File: config.mk
export PLATFORM = sky130hd
export DESIGN_NAME = instruction_fetch
export DESIGN_NICKNAME = d
export VERILOG_FILES = /design/src/rtl/instruction_fetch.sv
export SDC_FILE = /design/constraint.sdc
export NUM_CORES = 1
export LEC_CHECK = 0
export BUFFER_PORTS_ARGS = -buffer_cell sky130_fd_sc_hd__buf_4
export CORE_ASPECT_RATIO = 0.5
export CORE_MARGIN = 4
export CORE_UTILIZATION = 38
export CTS_CLUSTER_SIZE = 28
export DETAILED_ROUTE_END_ITERATION = 7
export PLACE_DENSITY_LB_ADDON = 0.05
export SLEW_MARGIN = 0
export SYNTH_ARGS = -nofsm -noshare
export SYNTH_HDL_FRONTEND = slang
export SYNTH_SLANG_ARGS = --single-unit
File: constraint.sdc
create_clock -name clk -period 5.43 [get_ports clk]
set_input_delay 0.2715 -clock clk [delete_from_list [all_inputs] [get_ports clk]]
set_output_delay 0.2715 -clock clk [all_outputs]
set_load 0.03 [all_outputs]
File: src/rtl/instruction_fetch.sv
// Instruction fetch: owns the PC, issues one-outstanding word reads to instruction
// memory and queues returned words in a small FIFO for decode; handles redirects.
module instruction_fetch #(
   parameter logic [31:0] RESET_PC = 32'h0040_0000,
   parameter int unsigned DEPTH    = 2
) (
   input  logic        clk,
   input  logic        rst_n,
   output logic        imem_req,
   output logic [31:0] imem_addr,
   input  logic        imem_ack,
   input  logic [31:0] imem_rdata,
   output logic        if_valid,
   output logic [31:0] if_instr,
   output logic [31:0] if_pc,
   input  logic        if_ready,
   input  logic        redirect,
   input  logic [31:0] redirect_pc,
   output logic        fetch_err
);

   localparam int unsigned AW = $clog2(DEPTH);

   typedef enum logic [1:0] {RUN, DRAIN, ERR} state_t;

   state_t      state, state_nx;
   logic [31:0] pc, pc_nx;
   logic [31:0] target, target_nx;
   logic        req_nx;
   logic [31:0] addr_nx;
   logic [AW:0] count, count_nx;
   logic [AW-1:0] rd_ptr, rd_nx, wr_ptr, wr_nx;
   logic [31:0] fifo_instr [DEPTH];
   logic [31:0] fifo_pc    [DEPTH];
   logic        ack, push, pop;

   assign ack       = imem_req & imem_ack;
   assign if_valid  = (count != '0);
   assign pop       = if_valid & if_ready;
   assign if_instr  = if_valid ? fifo_instr[rd_ptr] : '0;
   assign if_pc     = if_valid ? fifo_pc[rd_ptr]    : '0;
   assign fetch_err = (state == ERR);

   always_comb begin
      state_nx  = state;
      pc_nx     = pc;
      target_nx = target;
      push      = 1'b0;
      if (redirect) begin
         // An unacknowledged request must finish before the new target can be issued.
         if (imem_req && !imem_ack) begin
            state_nx  = DRAIN;
            target_nx = redirect_pc;
         end else if (redirect_pc[1:0] != 2'b00) begin
            state_nx = ERR;
         end else begin
            state_nx = RUN;
            pc_nx    = redirect_pc;
         end
      end else begin
         case (state)
            RUN: begin
               if (ack) begin
                  push  = 1'b1;
                  pc_nx = pc + 32'd4;
               end
            end
            DRAIN: begin
               if (ack) begin
                  state_nx = (target[1:0] != 2'b00) ? ERR : RUN;
                  pc_nx    = target;
               end
            end
            default: ;
         endcase
      end
   end

   always_comb begin
      count_nx = count;
      rd_nx    = rd_ptr;
      wr_nx    = wr_ptr;
      if (redirect) begin
         count_nx = '0;
         rd_nx    = '0;
         wr_nx    = '0;
      end else begin
         count_nx = count + (AW+1)'(push) - (AW+1)'(pop);
         rd_nx    = rd_ptr + AW'(pop);
         wr_nx    = wr_ptr + AW'(push);
      end
   end

   always_comb begin
      if (imem_req && !imem_ack) begin
         req_nx  = 1'b1;
         addr_nx = imem_addr;
      end else begin
         req_nx  = (state_nx == RUN) && (count_nx < (AW+1)'(DEPTH));
         addr_nx = pc_nx;
      end
   end

   always_ff @(posedge clk or negedge rst_n) begin
      if (!rst_n) state <= RUN;
      else        state <= state_nx;
   end

   always_ff @(posedge clk or negedge rst_n) begin
      if (!rst_n) begin
         pc        <= RESET_PC;
         target    <= RESET_PC;
         imem_req  <= 1'b0;
         imem_addr <= RESET_PC;
         count     <= '0;
         rd_ptr    <= '0;
         wr_ptr    <= '0;
      end else begin
         pc        <= pc_nx;
         target    <= target_nx;
         imem_req  <= req_nx;
         imem_addr <= addr_nx;
         count     <= count_nx;
         rd_ptr    <= rd_nx;
         wr_ptr    <= wr_nx;
      end
   end

   always_ff @(posedge clk) begin
      if (push) begin
         fifo_instr[wr_ptr] <= imem_rdata;
         fifo_pc[wr_ptr]    <= pc;
      end
   end

endmodule

==> flow_results.org, run 1 <==
** Placed design
- Detailed placement finished with a half-perimeter wire length of 20.9 mm.
- In this run the tool buffered the top-level ports with 167 buffer cells.
- Cell count after placement :: between 1k and 1.5k
- Final RePlAce weighted congestion :: ~0.84
- After detailed placement, the total cell area comes to between 10000 and 15000 µm².
- Setup WS pre-CTS :: between 2 and 2.5 ns

** Yosys
- Summing the areas of all fa, ha and maj instances in the mapped netlist gives 0.587% of the synthesized area.
- Count of yosys warnings during synthesis :: 0
- Compound-gate portion of the synthesized area :: slightly above 10%
- Synthesis inferred 231 register bits.
- Multiplexer area fraction after synthesis :: between 10 and 15%
- Syn_area_per_cell :: approximately 12 µm²
- Number of nets produced by synthesis :: between 900 and 1k
- After Yosys synthesis, XOR and XNOR cells account for 0.493% of the synthesized area.
- In this run the cell area of the synthesized design comes to ~11000 µm².
- Post-synthesis cell type count :: 73
- Number of synthesized flops with an enable pin :: roughly 130
- Cells after Synth :: between 800 and 900
- Largest family of logic cells by synthesized area :: multiplexers
- Synth Flop Type :: edfxtp_1
- After synthesis, the share of flip-flops with an asynchronous set or reset is about 45%.
- Sequential share of the synthesized area :: roughly three fifths
- Post-synthesis simple-gate area fraction :: about an eighth

** Die
- Die width :: 245 µm
- Vertical extent of the die :: ~130 µm
- For this design the top-level I/O count stands at between 150 and 200.
- The initial utilization of the core area, before any placement, comes to 39.4%.
- Row count :: between 40 and 50
- The die covers 30900 µm².
- The core region is between 20000 and 30000 µm².

** Worst hold path
- The worst hold path begins at redirect_pc[16].
- The worst hold path passes through 2 cells.
- Endpoint with the worst hold slack :: target[16]
- The min-delay analysis places its worst path in the category in -> reg.

** GRT
- The first global-routing pass estimated between 40 and 50 mm of wire.
- The number of antenna violations at the first check in global routing came to 0.
- Global routing consumed, over all layers together, between 20% and 30% of the routing resources.
- The via count of the first global-routing pass is 7880.
- Congestion Overflow GR :: 0
- Entering global routing, the biggest net connects 66 pins.

** STA
- Setup total negative slack on the finished layout was measured at 0 ns.
- Across all hold checks on the routed design, the worst slack comes to around 0.022 ns.
- Derived from the worst setup path, the maximum achievable clock frequency is about 0.32 GHz.
- Final hold violation count :: 0
- Setup violations remaining at the end of the flow were counted as 0.
- The number of slew-limit violations in the final report is 0.
- At the pin with the least slew margin, the transition time is 1.13 ns.
- Between clock sinks in the finished design, the worst skew comes to 0.0116 ns.
- Headroom to the max-slew limit :: between 20% and 30%
- RSZ-0062 raised after global routing :: false
- Part of the cycle the worst path needs :: between 50% and 60%
- Tmin final :: 3.12 ns
- Worst path setup slack after routing :: 2.31 ns

** Setup path
- Count of buffering cells on the critical path with inverters included :: 1
- Cell family with most CP delay :: simple AND/OR/NAND/NOR gates
- Walking the worst path, the cells encountered are nor2b_2, buf_4, nand2_2, mux2_2.
- Reg-to-reg setup timing slack :: between 2 and 2.5 ns
- Arr. time, crit path :: between 3 and 4 ns
- Required arrival time at the worst endpoint :: around 5.8 ns
- Among all stages on the critical path, the largest delay is contributed by dfrtp_1.
- In this run the critical register-to-register path is captured at target[0].
- In this run the critical register-to-register path is launched from imem_req.
- CP Launch Type :: flop
- Along the worst path, the maximum fanout reaches 33.
- Launching element of the worst setup path :: imem_req
- Worst setup path category :: reg -> reg
- The worst setup path is captured at a flop.
- The number of cells on the worst reg-to-reg path is 4.
- Largest stage delay on the critical path :: approximately 0.78 ns

** Routing
- Vias :: 7938
- After detailed routing, the number of vias per cell comes to between 5 and 6.
- After detailed routing, the average wire length per cell comes to approximately 22 µm.
- The count of nets left with antenna violations once routing finished came out at 0.
- After detailed routing, the total wire length is 31.6 mm.
- DRC marker count from the first detailed-route iteration :: ~700
- After detailed routing, the number of remaining DRC violations is 0.
- The first detailed-routing pass ran for 5 iterations.

** Run
- MaxCap Viol Count :: 0

** Cells and area
- Layout cells sized above 1 :: a little over a quarter
- Core occupancy in the finished layout :: slightly above 50%
- Area added between synthesis and finish :: 27.7%
- Finished Layout Cells :: roughly 1.5k
- At the end of the flow, the number of nets in the layout was ~1.1k.
- Cell area after layout :: roughly 14000 µm²
- After filler insertion, the fill cell instance count of the layout stands at 2476.

** Clock network
- Clock tree from TritonCTS :: built
- Root Driver :: clkbuf_16
- Clock tree synthesis inserted a total of 22 buffers.
- CTS HTree Levels :: 1
- The clock reaches the later pin of the worst-skew pair after about 0.53 ns.
- After clock tree synthesis, the clock-pin slew on the worst setup and hold paths is ~0.070 ns.
- The clock passes through at most 3 buffers.
- Buffers added to address setup during post-CTS repair amount to 0.
- CTS saw approximately 230 sinks.

** Status
- Status :: finished, final reports clean

** Pwr
- Power Total :: 6.91 mW
- Static Leak :: around 5.2 nW
- Max rail drop VDD :: around 0.29 mV
- For this design the ratio of total power to cell area is 508 nW/µm².
## cells in the final DEF, fill, tap and decap left out, types with 15 or more instances in the layout
master and instances:
clkbuf_16 22, nand3_1 24, edfxtp_1 128, dfrtp_1 99, nor2_1 94, o21ai_0 31
mux2i_1 83, nand2_1 40, buf_4 182, dlygate4sd3_1 64, a21oi_1 19, o31ai_1 15
mux2_2 57
## Yosys cell counts (15+ instances only)
master	number	area, µm²
clkbuf_1	37	139
mux2_2	57	642
nor2_1	96	360
mux2i_1	83	831
a21oi_1	19	95.1
nand2_1	41	154
o21ai_0	31	155
edfxtp_1	128	3840
o31ai_1	15	113
nand3_1	24	120
buf_1	16	60.1
dfrtp_1	100	2500
## worst max path at each step
stage,endpoint,depth (start not counted),slack (ns)
global route,target[15],4,2.16
detailed placement,target[27],4,2.28
finish,target[0],4,2.31
CTS,target[12],4,2.29
global placement,target[15],4,2.38
floorplan,fifo_instr[1][0],6,2.06
## state kept, by name (all words and copies together), names as in the netlist, 2 cells and up
signal	count
fifo_instr	64
fifo_pc	64
imem_addr	32
pc	32
target	32
count	2
state	2
## layout make-up
class,instances,area [µm²],share of cell area (%)
Antenna cell,1,2.50,0.0184
Clock buffer,27,569,4.19
Clock inverter,11,114,0.837
Inverter,14,52.6,0.386
Multi-Input combinational cell,553,3960,29.1
Sequential cell,231,6430,47.3
Tap cell,374,468,3.44
Timing Repair Buffer,246,2010,14.8
## worst register-to-register path: stages, from the launching register on
cell and delay, ns:
dfrtp_1 0.78, nor2b_2 0.71, buf_4 0.37, nand2_2 0.60
mux2_2 0.55
## cell families after synthesis
| logic type | Yosys count |
|---|---|
| AOI/OAI and AO/OA | 152 |
| xor gates and xnor gates | 6 |
| adders and majority gates | 5 |
| buffers and inverters | 75 |
| DFF | 231 |
| muxes | 140 |
| and+or+nand+nor | 250 |
## report_power, final
group	internal [mW]	total (mW)	switching, mW	leakage (nW)
Clock	0.841	1.51	0.668	0.330
Sequential	2.25	2.72	0.471	2.37
Combinational	1.06	2.68	1.62	2.54
Total	4.15	6.91	2.76	5.25
## repair_timing
item	CTS	global route
hold buffers	64	0
endpoints found under the hold margin	132	0
gates resized for setup	0	0
## per-layer routing
layer  GRT usage (%)  up-vias  routed length, µm
met2            30.8      275              13800
met5               0        -                  0
met4            2.92        0                348
met3            4.07       29               2290
met1            30.3     3977              15200
li1                -     3657                  -
Power figures use the tool's default switching activity.
==> run 2: changes to the inputs <==
--- a/config.mk
+++ b/config.mk
@@ -5,6 +5,7 @@
 export SDC_FILE = /design/constraint.sdc
 export NUM_CORES = 1
 export LEC_CHECK = 0
+export ABC_AREA = 1
 export BUFFER_PORTS_ARGS = -buffer_cell sky130_fd_sc_hd__buf_4
 export CORE_ASPECT_RATIO = 0.5
 export CORE_MARGIN = 4
==> constraint.sdc (replaced) <==
create_clock -name clk -period 3.2 [get_ports clk]
set_input_delay 0.16 -clock clk [delete_from_list [all_inputs] [get_ports clk]]
set_output_delay 0.16 -clock clk [all_outputs]
set_load 0.03 [all_outputs]
==> flow_results.org, run 2 <==
** Status
- Status :: finished, final reports clean

** STA
- Headroom to the max-slew limit :: 47.0% (+23 points)
- Count of final max-slew check failures :: 0 (unchanged)
- Part of the cycle the worst path needs :: 81.4% (+24 points)
- RSZ-0062 raised after global routing :: false
- The final hold violation count is 0 (unchanged).
- Max frequency :: 0.384 GHz (+20%)
- The final critical-path setup slack is 0.596 ns (-1.71 ns).
- The time the worst path needs with I/O delays and setup was 2.60 ns (-0.519 ns).
- Setup Viol. Count Final :: 0 (unchanged)
- Transition time at the pin with the least slew margin :: 0.795 ns (-0.335 ns)
- Final Skew :: 0.0249 ns (+0.0133 ns)

** Routing
- The routed metal-1 wire length was 15.1 mm (-0.65%).
- The total number of vias is 8420 (+6.1%).
- Top routing layer in use :: met4
- Routed wire length on met3 :: 1.99 mm (-13%)
- The DRC marker count from the first detailed-route iteration was 504 (-29%).
- The wire length on met2 came to 13.0 mm (-5.4%).
- The wire length reported by the detailed router is 30.6 mm (-3.1%).
- ANT nets after route :: 0 (unchanged)
- The mean routed wirelength per cell came to 18.6 µm (-14%).
- The count of unresolved DRC violations after routing is 0 (unchanged).
- Number of iterations in the first detailed-routing pass :: 5 (unchanged)
- The via density per instance is 5.12 (-5.9%).

** Clock network
- Clock tree from TritonCTS :: built
- Clock transition at the register clock pins on the worst setup and hold paths after CTS :: 0.07 ns (about the same)
- Total number of clock tree sinks :: 231 (unchanged)
- Number of CTS-inserted buffers :: 22 (unchanged)
- The maximum buffer depth of the clock tree was 3 (unchanged).
- The H-tree level count came to 1 (unchanged).
- Latest clock arrival within the worst-skew pair :: 0.54 ns (about the same)
- CTS placed an instance of clkbuf_16 at the clock tree root.

** Die
- The number of rows in the core area came to 42 (unchanged).
- Core area :: 26600 µm² (-1.6%)
- The floorplan die area was 30000 µm² (-3.0%).
- Die width :: 241 µm (-1.5%)
- The vertical die dimension is 125 µm (-1.5%).
- Number of top-level pins :: 168 (unchanged)
- The starting utilization of the core area is 38.8% (-0.64 points).

** Setup path
- Count of buffering cells on the critical path with inverters included :: 1 (unchanged)
- Worst setup path category :: reg -> reg
- The worst setup path is captured at a flop.
- Largest stage delay on the critical path :: 0.53 ns (-0.25 ns)
- Cell family with most CP delay :: simple AND/OR/NAND/NOR gates
- STA classifies the critical path startpoint as a flop.
- The required time of the worst setup path is 3.68 ns (-2.16 ns).
- Slowest library cell on the worst path :: nor2_2
- The data arrival time at the worst-slack endpoint is 3.08 ns (-0.45 ns).
- The largest fanout on the critical path came to 22 (-33%).
- Cell seen most often among critical-path stages :: nand2_1
- The critical path goes through nand2_2, nor2_4, nor2_2, inv_1, o22ai_1, o21ai_0, a21oi_1, nand2_1, nand2_1.

** Pwr
- Power Dens Cells :: 898 nW/µm² (+77%)
- The final total power was 11.9 mW (+73%).
- The static leakage came to 5.71 nW (+8.9%).
- The largest voltage drop on the vdd net was 0.563 mV (+92%).

** Cells and area
- The count of fill cells added during filler insertion is 2522 (+1.9%).
- The post-layout instance count excluding filler cells came to 1643 (+13%).
- Highest-count cells in the layout ignoring fill and taps :: nand2_1 (332), buf_4 (176), edfxtp_1 (128)
- Cell area after layout :: 13300 µm² (-2.2%)
- The proportion of layout cells with a drive suffix above 1 is 20.1% (-7.0 points).
- Number of nets at the end of the flow :: 1349 (+18%)
- Area added between synthesis and finish :: 28.9%
- Regs by FF count :: fifo_instr (64), fifo_pc (64)
- Antenna diode count :: 0 (-1)
- The library cell used most frequently in the layout, excluding fill and tap cells, is nand2_1.

** Yosys
- Sequential share of the synthesized area :: 62.3% (+2.0 points)
- Top-area cell type share of the netlist area :: 37.3% (+1.2 points)
- Top cells by count, synth :: nand2_1 (332), edfxtp_1 (128), a21oi_1 (117)
- Post-synthesis cell type count :: 38 (-48%)
- The async set or reset register ratio after synthesis was 44.6% (unchanged).
- Cell with the most instances after synthesis :: nand2_1
- The number of nets produced by synthesis came to 1130 (+21%).
- The synthesis-stage register bit count is 231 (unchanged).
- The average size of a mapped cell came to 9.77 µm² (-21%).
- Sorting the synthesized cells by area gives the leading types as edfxtp_1 (37%), dfrtp_1 (24%), nand2_1 (12%).
- Area leader, netlist :: edfxtp_1
- Mapped cell area :: 10300 µm² (-3.1%)
- Number of synthesized flops with an enable pin :: 128 (unchanged)
- Synth Flop Type :: edfxtp_1
- Cells after Synth :: 1056 (+23%)
- The number of warnings reported in the yosys synthesis log was 0 (unchanged).

** Placed design
- The global placer's final weighted congestion is 0.900 (+7.2%).
- Cell count after placement :: 1537 (+14%)
- The port buffer count is 167 (unchanged).
- Post-DP HPWL :: 19.9 mm (-4.7%)
- The post-place setup slack came to 0.638 ns (-1.65 ns).
- The area of placed instances is 12000 µm² (-2.5%).

** GRT
- The via count of the first global-routing pass came to 8210 (+4.2%).
- The combined global-route utilization of all metal layers was 20.1% (+0.048 points).
- First-pass GRT wire length :: 47.6 mm (-1.4%)
- Number of antenna violations at the first check in global routing :: 0 (unchanged)
- Maximum number of pins on one net before global-route repair :: 67 (+1.5%)
- Congestion Overflow GR :: 0 (unchanged)

** Worst hold path
- Min-Delay Path Class :: in -> reg

** Run
- MaxCap Viol Count :: 0 (unchanged)
-- run 2: cell count changes after synthesis, moves of 13 or more --
cell / change
inv_1: +52
o21ai_0: +31
nand3_1: +13
nor2_1: -46
mux2i_1: -83
mux2_2: -32
a21oi_1: +98
nand2_1: +291
o31ai_1: -13
and3_1: -14
-- run 2: cell type report --
| class | count | area, µm² | share of cell area [%] |
|---|---|---|---|
| Timing Repair Buffer | 247 | 2080 | 15.7 |
| Multi-Input combinational cell | 704 | 3420 | 25.7 |
| Inverter | 69 | 259 | 1.95 |
| Clock inverter | 4 | 33.8 | 0.254 |
| Tap cell | 352 | 440 | 3.31 |
| Sequential cell | 231 | 6430 | 48.3 |
| Clock buffer | 36 | 643 | 4.83 |
-- run 2: timing repair --
action,CTS,global route
hold endpoints to repair,179,0
hold buffers,66,0
resized for setup,0,0
buffers inserted,0,0
-- run 2: cell families after synthesis --
group | count (synthesis) | synth area share (%)
buf+inv | 121 | 4.74
fa+ha+maj | 5 | 0.606
mux | 25 | 2.73
xor+xnor | 5 | 0.424
compound gates | 226 | 12.0
simple gates | 443 | 17.2
flops | 231 | 62.3
-- run 2: path summary, 6_finish.rpt --
kind / from / end / slack (ns) / cells past startpoint
max: imem_req / imem_addr[11] / 0.60 / 9
min: redirect / wr_ptr / 0.06 / 2
max reg2reg: imem_req / imem_addr[11] / 0.60 / 9
min reg2reg: imem_addr[13] / imem_addr[13] / 0.48 / 2
max in group asynchronous: rst_n / imem_addr[22] / 2.14 / 3
min in group asynchronous: rst_n / imem_addr[13] / 0.24 / 2
-- run 2: routing by layer --
metal	vias up	track usage [%]
met2	266	29.5
met4	0	3.57
met3	37	4.00
met1	4087	31.2
met5	-	0
li1	4030	-
-- run 2: metrics by stage --
step | utilization, % | hold slack, ns | setup TNS [ns]
2_1_floorplan | - | -0.136 | -14.55
3_3_place_gp | 45.0 | 0.282 | 0
3_5_place_dp | 45.0 | 0.297 | 0
4_1_cts | 50.0 | 0.0416 | 0
5_1_grt | 50.0 | 0.0782 | 0
6_report | 50.0 | 0.0566 | 0
-- run 2: power breakdown --
| part | internal, mW | switching [mW] | leakage [nW] | total, mW |
|---|---|---|---|---|
| sequential | 3.84 | 0.690 | 2.40 | 4.53 |
| clock | 1.38 | 1.14 | 0.327 | 2.52 |
| combinational | 1.64 | 3.25 | 2.99 | 4.89 |
